**config.mk**
```make
export PLATFORM = sky130hd
export DESIGN_NAME = branch_predictor_flat
export DESIGN_NICKNAME = d
export VERILOG_FILES = /design/src/rtl/branch_predictor_if.sv /design/src/rtl/branch_predictor.sv /design/src/flat_wrapper.sv
export SDC_FILE = /design/constraint.sdc
export NUM_CORES = 1
export LEC_CHECK = 0
export BUFFER_PORTS_ARGS = -buffer_cell sky130_fd_sc_hd__buf_4
export CELL_PAD_IN_SITES_DETAIL_PLACEMENT = 1
export CELL_PAD_IN_SITES_GLOBAL_PLACEMENT = 1
export CORE_MARGIN = 5
export CORE_UTILIZATION = 39
export DETAILED_ROUTE_END_ITERATION = 8
export MAX_ROUTING_LAYER = met4
export PLACE_DENSITY = 0.89
export SLEW_MARGIN = 15
export SYNTH_ARGS = -nofsm -noshare
export SYNTH_HDL_FRONTEND = slang
export SYNTH_SLANG_ARGS = --single-unit
export TNS_END_PERCENT = 5
```
**constraint.sdc**
```tcl
create_clock -name clk -period 4.4 [get_ports clk]
set_input_delay 0.44 -clock clk [delete_from_list [all_inputs] [get_ports clk]]
set_output_delay 0.44 -clock clk [all_outputs]
set_load 0.03 [all_outputs]
```
**src/rtl/branch_predictor_if.sv**
```systemverilog
// Prediction/resolution bus between the RV32I pipeline (master) and the branch predictor (slave).
interface branch_predictor_if;
  logic        stall;
  logic [31:0] if_pc;
  logic        if_is_branch;
  logic [31:0] if_br_target;
  logic        pred_taken;
  logic [31:0] pred_pc;
  logic        ex_is_branch;
  logic        ex_branch_take;
  logic [31:0] ex_pc;
  logic [31:0] ex_br_target;
  logic        mispredict;
  logic [31:0] redirect_pc;
  logic        flush;
  logic [31:0] branch_cnt;
  logic [31:0] mispred_cnt;

  modport slave (
    input  stall,
    input  if_pc,
    input  if_is_branch,
    input  if_br_target,
    output pred_taken,
    output pred_pc,
    input  ex_is_branch,
    input  ex_branch_take,
    input  ex_pc,
    input  ex_br_target,
    output mispredict,
    output redirect_pc,
    output flush,
    output branch_cnt,
    output mispred_cnt
  );

  modport master (
    output stall,
    output if_pc,
    output if_is_branch,
    output if_br_target,
    input  pred_taken,
    input  pred_pc,
    output ex_is_branch,
    output ex_branch_take,
    output ex_pc,
    output ex_br_target,
    input  mispredict,
    input  redirect_pc,
    input  flush,
    input  branch_cnt,
    input  mispred_cnt
  );
endinterface

```
**src/rtl/branch_predictor.sv**
```systemverilog
// Bimodal predictor: PC-indexed 2-bit saturating counters, prediction carried IF->ID->EX,
// resolved in EX against the comparator, with redirect/flush and resolution statistics.
module branch_predictor #(
  parameter int unsigned ENTRIES = 16
) (
  input logic             clk,
  input logic             rst,
  branch_predictor_if.slave bp
);

  localparam int unsigned IdxW = $clog2(ENTRIES);

  if (ENTRIES < 4 || ENTRIES > 256 || (ENTRIES & (ENTRIES - 1)) != 0) begin : gen_bad_entries
    $error("branch_predictor: ENTRIES must be a power of two in 4..256");
  end

  logic [1:0]      ctr_q [ENTRIES];
  logic [1:0]      ctr_d [ENTRIES];
  logic            id_pred_q, id_pred_d;
  logic            ex_pred_q, ex_pred_d;
  logic [31:0]     branch_cnt_q, branch_cnt_d;
  logic [31:0]     mispred_cnt_q, mispred_cnt_d;

  logic [IdxW-1:0] if_idx;
  logic [IdxW-1:0] ex_idx;
  logic            pred_taken;
  logic            mispredict;
  logic            resolve;
  logic [1:0]      ex_ctr;
  logic [1:0]      ex_ctr_next;

  assign if_idx  = bp.if_pc[IdxW+1:2];
  assign ex_idx  = bp.ex_pc[IdxW+1:2];
  assign resolve = bp.ex_is_branch & ~bp.stall;

  // IF: table read sees the pre-update value even when EX writes the same index this cycle.
  always_comb begin
    pred_taken = bp.if_is_branch & ctr_q[if_idx][1];
    bp.pred_taken = pred_taken;
    bp.pred_pc    = pred_taken ? bp.if_br_target : bp.if_pc + 32'd4;
  end

  // EX: a predicted-taken bubble (not a branch) must also be undone.
  always_comb begin
    mispredict = 1'b0;
    if (!bp.stall) begin
      if (bp.ex_is_branch) begin
        mispredict = bp.ex_branch_take != ex_pred_q;
      end else begin
        mispredict = ex_pred_q;
      end
    end
    bp.mispredict  = mispredict;
    bp.flush       = mispredict;
    bp.redirect_pc = (mispredict & bp.ex_is_branch & bp.ex_branch_take) ? bp.ex_br_target
                                                                         : bp.ex_pc + 32'd4;
    bp.branch_cnt  = branch_cnt_q;
    bp.mispred_cnt = mispred_cnt_q;
  end

  // Saturating counter step for the resolving branch.
  always_comb begin
    ex_ctr      = ctr_q[ex_idx];
    ex_ctr_next = ex_ctr;
    if (bp.ex_branch_take) begin
      if (ex_ctr != 2'b11) begin
        ex_ctr_next = ex_ctr + 2'b01;
      end
    end else begin
      if (ex_ctr != 2'b00) begin
        ex_ctr_next = ex_ctr - 2'b01;
      end
    end
  end

  always_comb begin
    for (int i = 0; i < int'(ENTRIES); i++) begin
      ctr_d[i] = ctr_q[i];
    end
    if (resolve) begin
      ctr_d[ex_idx] = ex_ctr_next;
    end
  end

  always_comb begin
    id_pred_d = id_pred_q;
    ex_pred_d = ex_pred_q;
    if (!bp.stall) begin
      if (mispredict) begin
        id_pred_d = 1'b0;
        ex_pred_d = 1'b0;
      end else begin
        id_pred_d = pred_taken;
        ex_pred_d = id_pred_q;
      end
    end
  end

  always_comb begin
    branch_cnt_d  = branch_cnt_q;
    mispred_cnt_d = mispred_cnt_q;
    if (resolve) begin
      branch_cnt_d = branch_cnt_q + 32'd1;
    end
    if (mispredict) begin
      mispred_cnt_d = mispred_cnt_q + 32'd1;
    end
  end

  always_ff @(posedge clk or negedge rst) begin
    if (!rst) begin
      for (int i = 0; i < int'(ENTRIES); i++) begin
        ctr_q[i] <= 2'b01;
      end
      id_pred_q     <= 1'b0;
      ex_pred_q     <= 1'b0;
      branch_cnt_q  <= 32'd0;
      mispred_cnt_q <= 32'd0;
    end else begin
      for (int i = 0; i < int'(ENTRIES); i++) begin
        ctr_q[i] <= ctr_d[i];
      end
      id_pred_q     <= id_pred_d;
      ex_pred_q     <= ex_pred_d;
      branch_cnt_q  <= branch_cnt_d;
      mispred_cnt_q <= mispred_cnt_d;
    end
  end

endmodule

```
**src/flat_wrapper.sv**
```systemverilog
// flat-port wrapper written by rule: the top's interface ports become plain ports
module branch_predictor_flat 
#(
  parameter int unsigned ENTRIES = 16
)
  (clk, rst, bp_stall, bp_if_pc, bp_if_is_branch, bp_if_br_target, bp_pred_taken, bp_pred_pc, bp_ex_is_branch, bp_ex_branch_take, bp_ex_pc, bp_ex_br_target, bp_mispredict, bp_redirect_pc, bp_flush, bp_branch_cnt, bp_mispred_cnt);
  branch_predictor_if bp_i ();
  input logic clk;
  input logic rst;
  input wire logic [$bits(bp_i.stall)-1:0] bp_stall;
  input wire logic [$bits(bp_i.if_pc)-1:0] bp_if_pc;
  input wire logic [$bits(bp_i.if_is_branch)-1:0] bp_if_is_branch;
  input wire logic [$bits(bp_i.if_br_target)-1:0] bp_if_br_target;
  output wire logic [$bits(bp_i.pred_taken)-1:0] bp_pred_taken;
  output wire logic [$bits(bp_i.pred_pc)-1:0] bp_pred_pc;
  input wire logic [$bits(bp_i.ex_is_branch)-1:0] bp_ex_is_branch;
  input wire logic [$bits(bp_i.ex_branch_take)-1:0] bp_ex_branch_take;
  input wire logic [$bits(bp_i.ex_pc)-1:0] bp_ex_pc;
  input wire logic [$bits(bp_i.ex_br_target)-1:0] bp_ex_br_target;
  output wire logic [$bits(bp_i.mispredict)-1:0] bp_mispredict;
  output wire logic [$bits(bp_i.redirect_pc)-1:0] bp_redirect_pc;
  output wire logic [$bits(bp_i.flush)-1:0] bp_flush;
  output wire logic [$bits(bp_i.branch_cnt)-1:0] bp_branch_cnt;
  output wire logic [$bits(bp_i.mispred_cnt)-1:0] bp_mispred_cnt;
  assign bp_i.stall = bp_stall;
  assign bp_i.if_pc = bp_if_pc;
  assign bp_i.if_is_branch = bp_if_is_branch;
  assign bp_i.if_br_target = bp_if_br_target;
  assign bp_pred_taken = bp_i.pred_taken;
  assign bp_pred_pc = bp_i.pred_pc;
  assign bp_i.ex_is_branch = bp_ex_is_branch;
  assign bp_i.ex_branch_take = bp_ex_branch_take;
  assign bp_i.ex_pc = bp_ex_pc;
  assign bp_i.ex_br_target = bp_ex_br_target;
  assign bp_mispredict = bp_i.mispredict;
  assign bp_redirect_pc = bp_i.redirect_pc;
  assign bp_flush = bp_i.flush;
  assign bp_branch_cnt = bp_i.branch_cnt;
  assign bp_mispred_cnt = bp_i.mispred_cnt;
  branch_predictor #(.ENTRIES(ENTRIES)) u_core (.clk(clk), .rst(rst), .bp(bp_i));
endmodule
```
==> impl_metrics.ini, run 1 <==
[floorplan]
core-area_um2 = 16700
fp.dieH_um = 140.8
die_area_um2 = 19820
rows = 47
io_pins = 265
start_util_pct = 39.94
die_w_um = 140.8

[clock_network]
cts_root_buffer = clkbuf_16
cts_tree = done
cts.htree.levels = 3
postCtsSetupBuffers = 0
clk_path_buf_depth = 2
ctsResizeCount = 0
clkSinkCount = 98
clock_latency_ps = 350
cts_buffers = 9
ctsHoldBuffers = 0
path_clk_slew_ps = 80

[grt]
grt_pass1_wl_um = 34360
gr-usage-all-layers_pct = 21.95
grt.overflow.total = 0
grt_start_max_net_pins = 77
antenna_found_initial = 1
grt_pass1_vias = 6565

[synthesis]
synth_area_leaders = dfrtp_1 (31%), xnor2_1 (9.5%), mux2_2 (6.6%), dfstp_2 (6.3%), xor2_1 (6.0%)
synth-edff-count = 0
ys.flop_type = dfrtp_1
ys_warn_count = 0
ys_types = 47
synthesis.instances = 678
synth-async-reset-ratio_pct = 100.0
ys_seq_elements = 98
synth_nets = 819
ys_seq_area_share_pct = 37.07
syn_area_per_cell_um2 = 9.838
ys_top_cells_by_count = dfrtp_1 (82), nand2_1 (82), xnor2_1 (72)
syn-cell-area_um2 = 6670
yosysTopAreaCellShare_pct = 30.76
synth_area_leader_cell = dfrtp_1

[detailed_routing]
drc = 0
wl_per_cell_um = 18.95
drt-initial-drc-count = 245
drt_wl_total_um = 22040
vias = 6106
routed_via_density = 5.250
drt_first_pass_iters = 6
ant_nets = 0

[critical_path]
crit_type = reg -> out
critPathRequiredTime_ps = 3960
reg2reg_slack_ps = 2010
arrival_ps = 3060
endpoint_kind = primary output
reg2reg_from = u_core.ctr_q[23]
crit_fanout = 20
timing.rr.end = u_core.id_pred_q
critPathLaunchType = register
rr_worst_depth = 6

[sta]
slew_viol_final = 0
finalSetupTns_ps = 0
finClkSkew_ps = 9.079
rsz0062_at_grt = false
fin_crit_ps = 3499
setup_viol = 0
worst_pin_slew_ps = 976.7
min_period_over_period_pct = 79.52
slew_headroom_pct = 34.89
finalHoldViolations = 0
max_freq_mhz = 285.8

[placed_design]
hpwl_um = 17880
io_buffers = 264
gp_congestion = 0.8679
placed_cells = 1146

[run]
maxCapViolCount = 0

[cells_and_area]
syn_to_final_growth_pct = 37.39
final_nets = 1078
drive_above_1_share_pct = 40.23
fin_cells = 1163

[pwr]
powerDensity_nw_per_um2 = 306.3
peakVddDrop_uv = 225.2
p_leak_uw = 0.004389

[min_path]
min_path_type = in -> async

[outcome]
status = complete, no violations
[kinds of logic (layout without fill, tap and decap cells)]
family / count (synthesis) / count (layout) / synth area share [%]
XOR/XNOR: 118 / 118 / 15.49
other: 0 / 1 / 0
buffers and inverters: 42 / 306 / 3.058
multiplexers: 85 / 85 / 17.63
flip-flops: 98 / 98 / 37.07
AND/OR/NAND/NOR: 286 / 286 / 21.46
adder cells (fa/ha/maj): 9 / 9 / 1.632
AO/OA/AOI/OAI: 40 / 40 / 3.658
[per-stage QoR]
stage | power [µW] | util, % | instance area (µm²) | worst slack (ps) | hold slack [ps]
after CTS | 2838 | 54.85 | 9161 | 905.3 | 261.5
after floorplan | 1620 | - | 6670 | 1664 | 144.4
after global routing | 2944 | 54.87 | 9164 | 865.0 | 307.7
after detailed placement | 2007 | 53.00 | 8852 | 1224 | 459.4
after global placement | 1973 | 53.00 | 8852 | 1301 | 461.2
final | 2807 | 54.87 | 9164 | 901.3 | 210.1
[layout by cell type, fill, tap and decap left out, drive strengths merged, types with 2 or more instances in the layout]
cell type	instances
a2111oi	2
a21oi	2
and2	3
and3	18
and4	9
buf	269
clkbuf	9
clkinv	2
dfrtp	82
dfstp	16
ha	7
inv	24
maj3	2
mux2	70
mux2i	5
mux4	10
nand2	82
nand2b	3
nand3	49
nand4	30
nor2	56
nor2b	2
nor3	24
nor4	7
o21ai	30
xnor2	72
xor2	46
[layer usage]
metal	share of wire, %	track usage (%)
met3	5.8	4.335
met1	40	25.45
met4	2.4	6.731
met5	0	-
met2	51	38.46
[where the power goes]
| group | switching (µW) | total (µW) | leakage [µW] | internal, µW |
|---|---|---|---|---|
| clock network | 371 | 823 | 0.000149 | 452 |
| registers | 90.1 | 1110 | 0.00127 | 1020 |
| logic | 480 | 874 | 0.00297 | 395 |
| total | 940 | 2810 | 0.00439 | 1870 |
[final cells by class]
type                       instances  area (µm²)
multi-input combinational        538        4006
tap                              220       275.3
inverter                          21       78.83
antenna                            1       2.502
sequential                        98        2472
clock inverter                     7       83.83
fill                            1941        7537
clock buffer                       9       225.2
timing repair buffer             269        2019
[worst max path at each step]
stage                      from                 end  slack [ps]  cells after the start
2_1_floorplan       bp_ex_pc[4]  bp_redirect_pc[27]        1660                      7
3_3_place_gp        bp_if_pc[3]       bp_pred_pc[1]        1300                      8
3_5_place_dp        bp_if_pc[3]       bp_pred_pc[1]        1220                      8
4_1_cts        u_core.ctr_q[23]       bp_pred_pc[1]         910                      7
5_1_grt        u_core.ctr_q[23]      bp_pred_pc[31]         860                      7
6_report       u_core.ctr_q[23]       bp_pred_pc[0]         900                      7
[state kept, by name, summed over array words and instances, names as in the netlist]
signal / cells
u_core.bp.branch_cnt: 32
u_core.bp.mispred_cnt: 32
u_core.ctr_q: 32
u_core.ex_pred_q: 1
u_core.id_pred_q: 1
[worst max-delay path, cell delays in order (launching register included)]
cell and delay (ps):
dfrtp_1 400, nor2b_1 140, a2111oi_0 530, nor4b_1 200, o21ai_4 470, buf_4 390, mux2_2 390, buf_4 180
No activity file was read; power rests on OpenSTA's default activity.
==> run 2: changes to the inputs <==
CORE_UTILIZATION = 33   (was 39)
PLACE_DENSITY = 0.8   (was 0.89)
clock period = 3.2 ns   (was 4.4 ns; I/O delays follow)
==> run 2 against run 1 <==
Effect of this change:
- clock skew rose by 4.6 ps
- setup slack got worse by 600 ps
- die area rose by 17%
- power rose by 35%
- first-iteration DRC count fell by 37%
- critical path type unchanged
- largest power group unchanged
- highest routed layer unchanged
==> impl_metrics.ini, run 2 (synthesis results as in run 1) <==
[outcome]
status = complete, no violations

[clock_network]
postCtsSetupBuffers = 0
clock_latency_ps = 350
clk_path_buf_depth = 2
cts_tree = done
cts_root_buffer = clkbuf_16
ctsResizeCount = 0
ctsHoldBuffers = 0
cts_buffers = 9
clkSinkCount = 98
cts.htree.levels = 3
path_clk_slew_ps = 80

[cells_and_area]
final_common_cell = buf_4
syn_to_final_growth_pct = 38.17
final_nets = 1077
layout_common_cells = buf_4 (266), nand2_1 (82), dfrtp_1 (82)
n_fill_cell = 2360
fin_cells = 1211
drive_above_1_share_pct = 40.17
antenna_cells = 0
fin_util_pct = 45.99

[sta]
finClkSkew_ps = 13.72
worst_pin_slew_ps = 773.7
fin_crit_ps = 2903
rsz0062_at_grt = false
setup_slack_ps = 297.2
min_period_over_period_pct = 90.71
max_freq_mhz = 344.5
slew_headroom_pct = 48.42
finalHoldViolations = 0
slew_viol_final = 0
finalSetupTns_ps = 0
setup_viol = 0

[critical_path]
reg2reg_slack_ps = 950
crit_type = reg -> out
endpoint_kind = primary output
critPathRequiredTime_ps = 2880
timing.rr.end = u_core.bp.mispred_cnt[28]
arrival_ps = 2580
crit_fanout = 34
crit_path_end = bp_pred_pc[1]
critPathLaunch = u_core.ctr_q[23]
rr_worst_depth = 5
reg2reg_from = u_core.bp.mispred_cnt[4]
critPathLaunchType = register

[placed_design]
placed_cells = 1195
gp_congestion = 0.8094
post-place-ws_ps = 598.5
io_buffers = 264
hpwl_um = 17770

[detailed_routing]
drc = 0
drt_wl_total_um = 21920
routed_via_density = 4.976
drt_first_pass_iters = 4
wl_per_cell_um = 18.10
vias = 6026
ant_nets = 0
drt-initial-drc-count = 155

[pwr]
p_leak_uw = 0.004388
powerDensity_nw_per_um2 = 412.1
peakVddDrop_uv = 276.3

[floorplan]
fp.dieH_um = 152.2
start_util_pct = 33.29
io_pins = 265
die_area_um2 = 23160
rows = 52
core-area_um2 = 20040
die_w_um = 152.2

[grt]
grt_pass1_vias = 6604
grt_start_max_net_pins = 84
grt_pass1_wl_um = 35990
gr-usage-all-layers_pct = 19.31
antenna_found_initial = 0
grt.overflow.total = 0

[run]
maxCapViolCount = 0

[min_path]
min_path_type = in -> async
-- run 2: area by class of cell --
cell class / count / area (µm²) / share of cell area (%)
inverters: 21 / 78.83 / 0.8553
multi-input cells: 538 / 4006 / 43.47
repair buffers: 268 / 2028 / 22.01
flip-flops and latches: 98 / 2472 / 26.83
well taps: 270 / 337.8 / 3.665
clock buffers: 9 / 225.2 / 2.444
clock inverters: 7 / 67.56 / 0.7331
-- run 2: critical path, cell delays in order (launching register included) --
cell	delay, ps
dfrtp_1	410
nor2b_1	150
a2111oi_0	500
nor4b_1	170
o21ai_4	200
buf_12	250
mux2_2	370
buf_4	170
-- run 2: metal layers --
metal | part of all wire, % | GRT usage [%] | vias to the layer above | wire, µm
li1 | - | - | 2886 | -
met1 | 42 | 22.70 | 2932 | 9101
met2 | 52 | 34.31 | 187 | 11460
met3 | 4.8 | 4.203 | 21 | 1048
met4 | 1.4 | 3.596 | 0 | 312
met5 | 0 | - | - | 0
-- run 2: stage by stage --
| stage | power [µW] | area, µm² | hold WS, ps |
|---|---|---|---|
| after floorplan | 2227 | 6670 | 24.41 |
| after global placement | 2729 | 8920 | 459.4 |
| after detailed placement | 2772 | 8920 | 465.4 |
| after CTS | 3859 | 9213 | 212.4 |
| after global routing | 3998 | 9216 | 92.11 |
| final | 3798 | 9216 | 25.28 |
-- run 2: worst min path at each step --
| stage | endpoint | slack [ps] | cells past startpoint | from |
|---|---|---|---|---|
| 2_1_floorplan | u_core.bp.branch_cnt[0] | 20 | 0 | rst |
| 3_3_place_gp | u_core.bp.branch_cnt[31] | 460 | 1 | u_core.bp.branch_cnt[31] |
| 3_5_place_dp | u_core.bp.branch_cnt[31] | 470 | 1 | u_core.bp.branch_cnt[31] |
| 4_1_cts | u_core.bp.mispred_cnt[20] | 210 | 1 | rst |
| 5_1_grt | u_core.bp.mispred_cnt[20] | 90 | 1 | rst |
| 6_report | u_core.bp.mispred_cnt[20] | 30 | 1 | rst |
-- run 2: power breakdown --
part | internal [µW] | switching (µW) | leakage (µW)
Sequential | 1400 | 125 | 0.00127
Clock | 549 | 517 | 0.000145
Combinational | 544 | 663 | 0.00297
Total | 2490 | 1300 | 0.00439
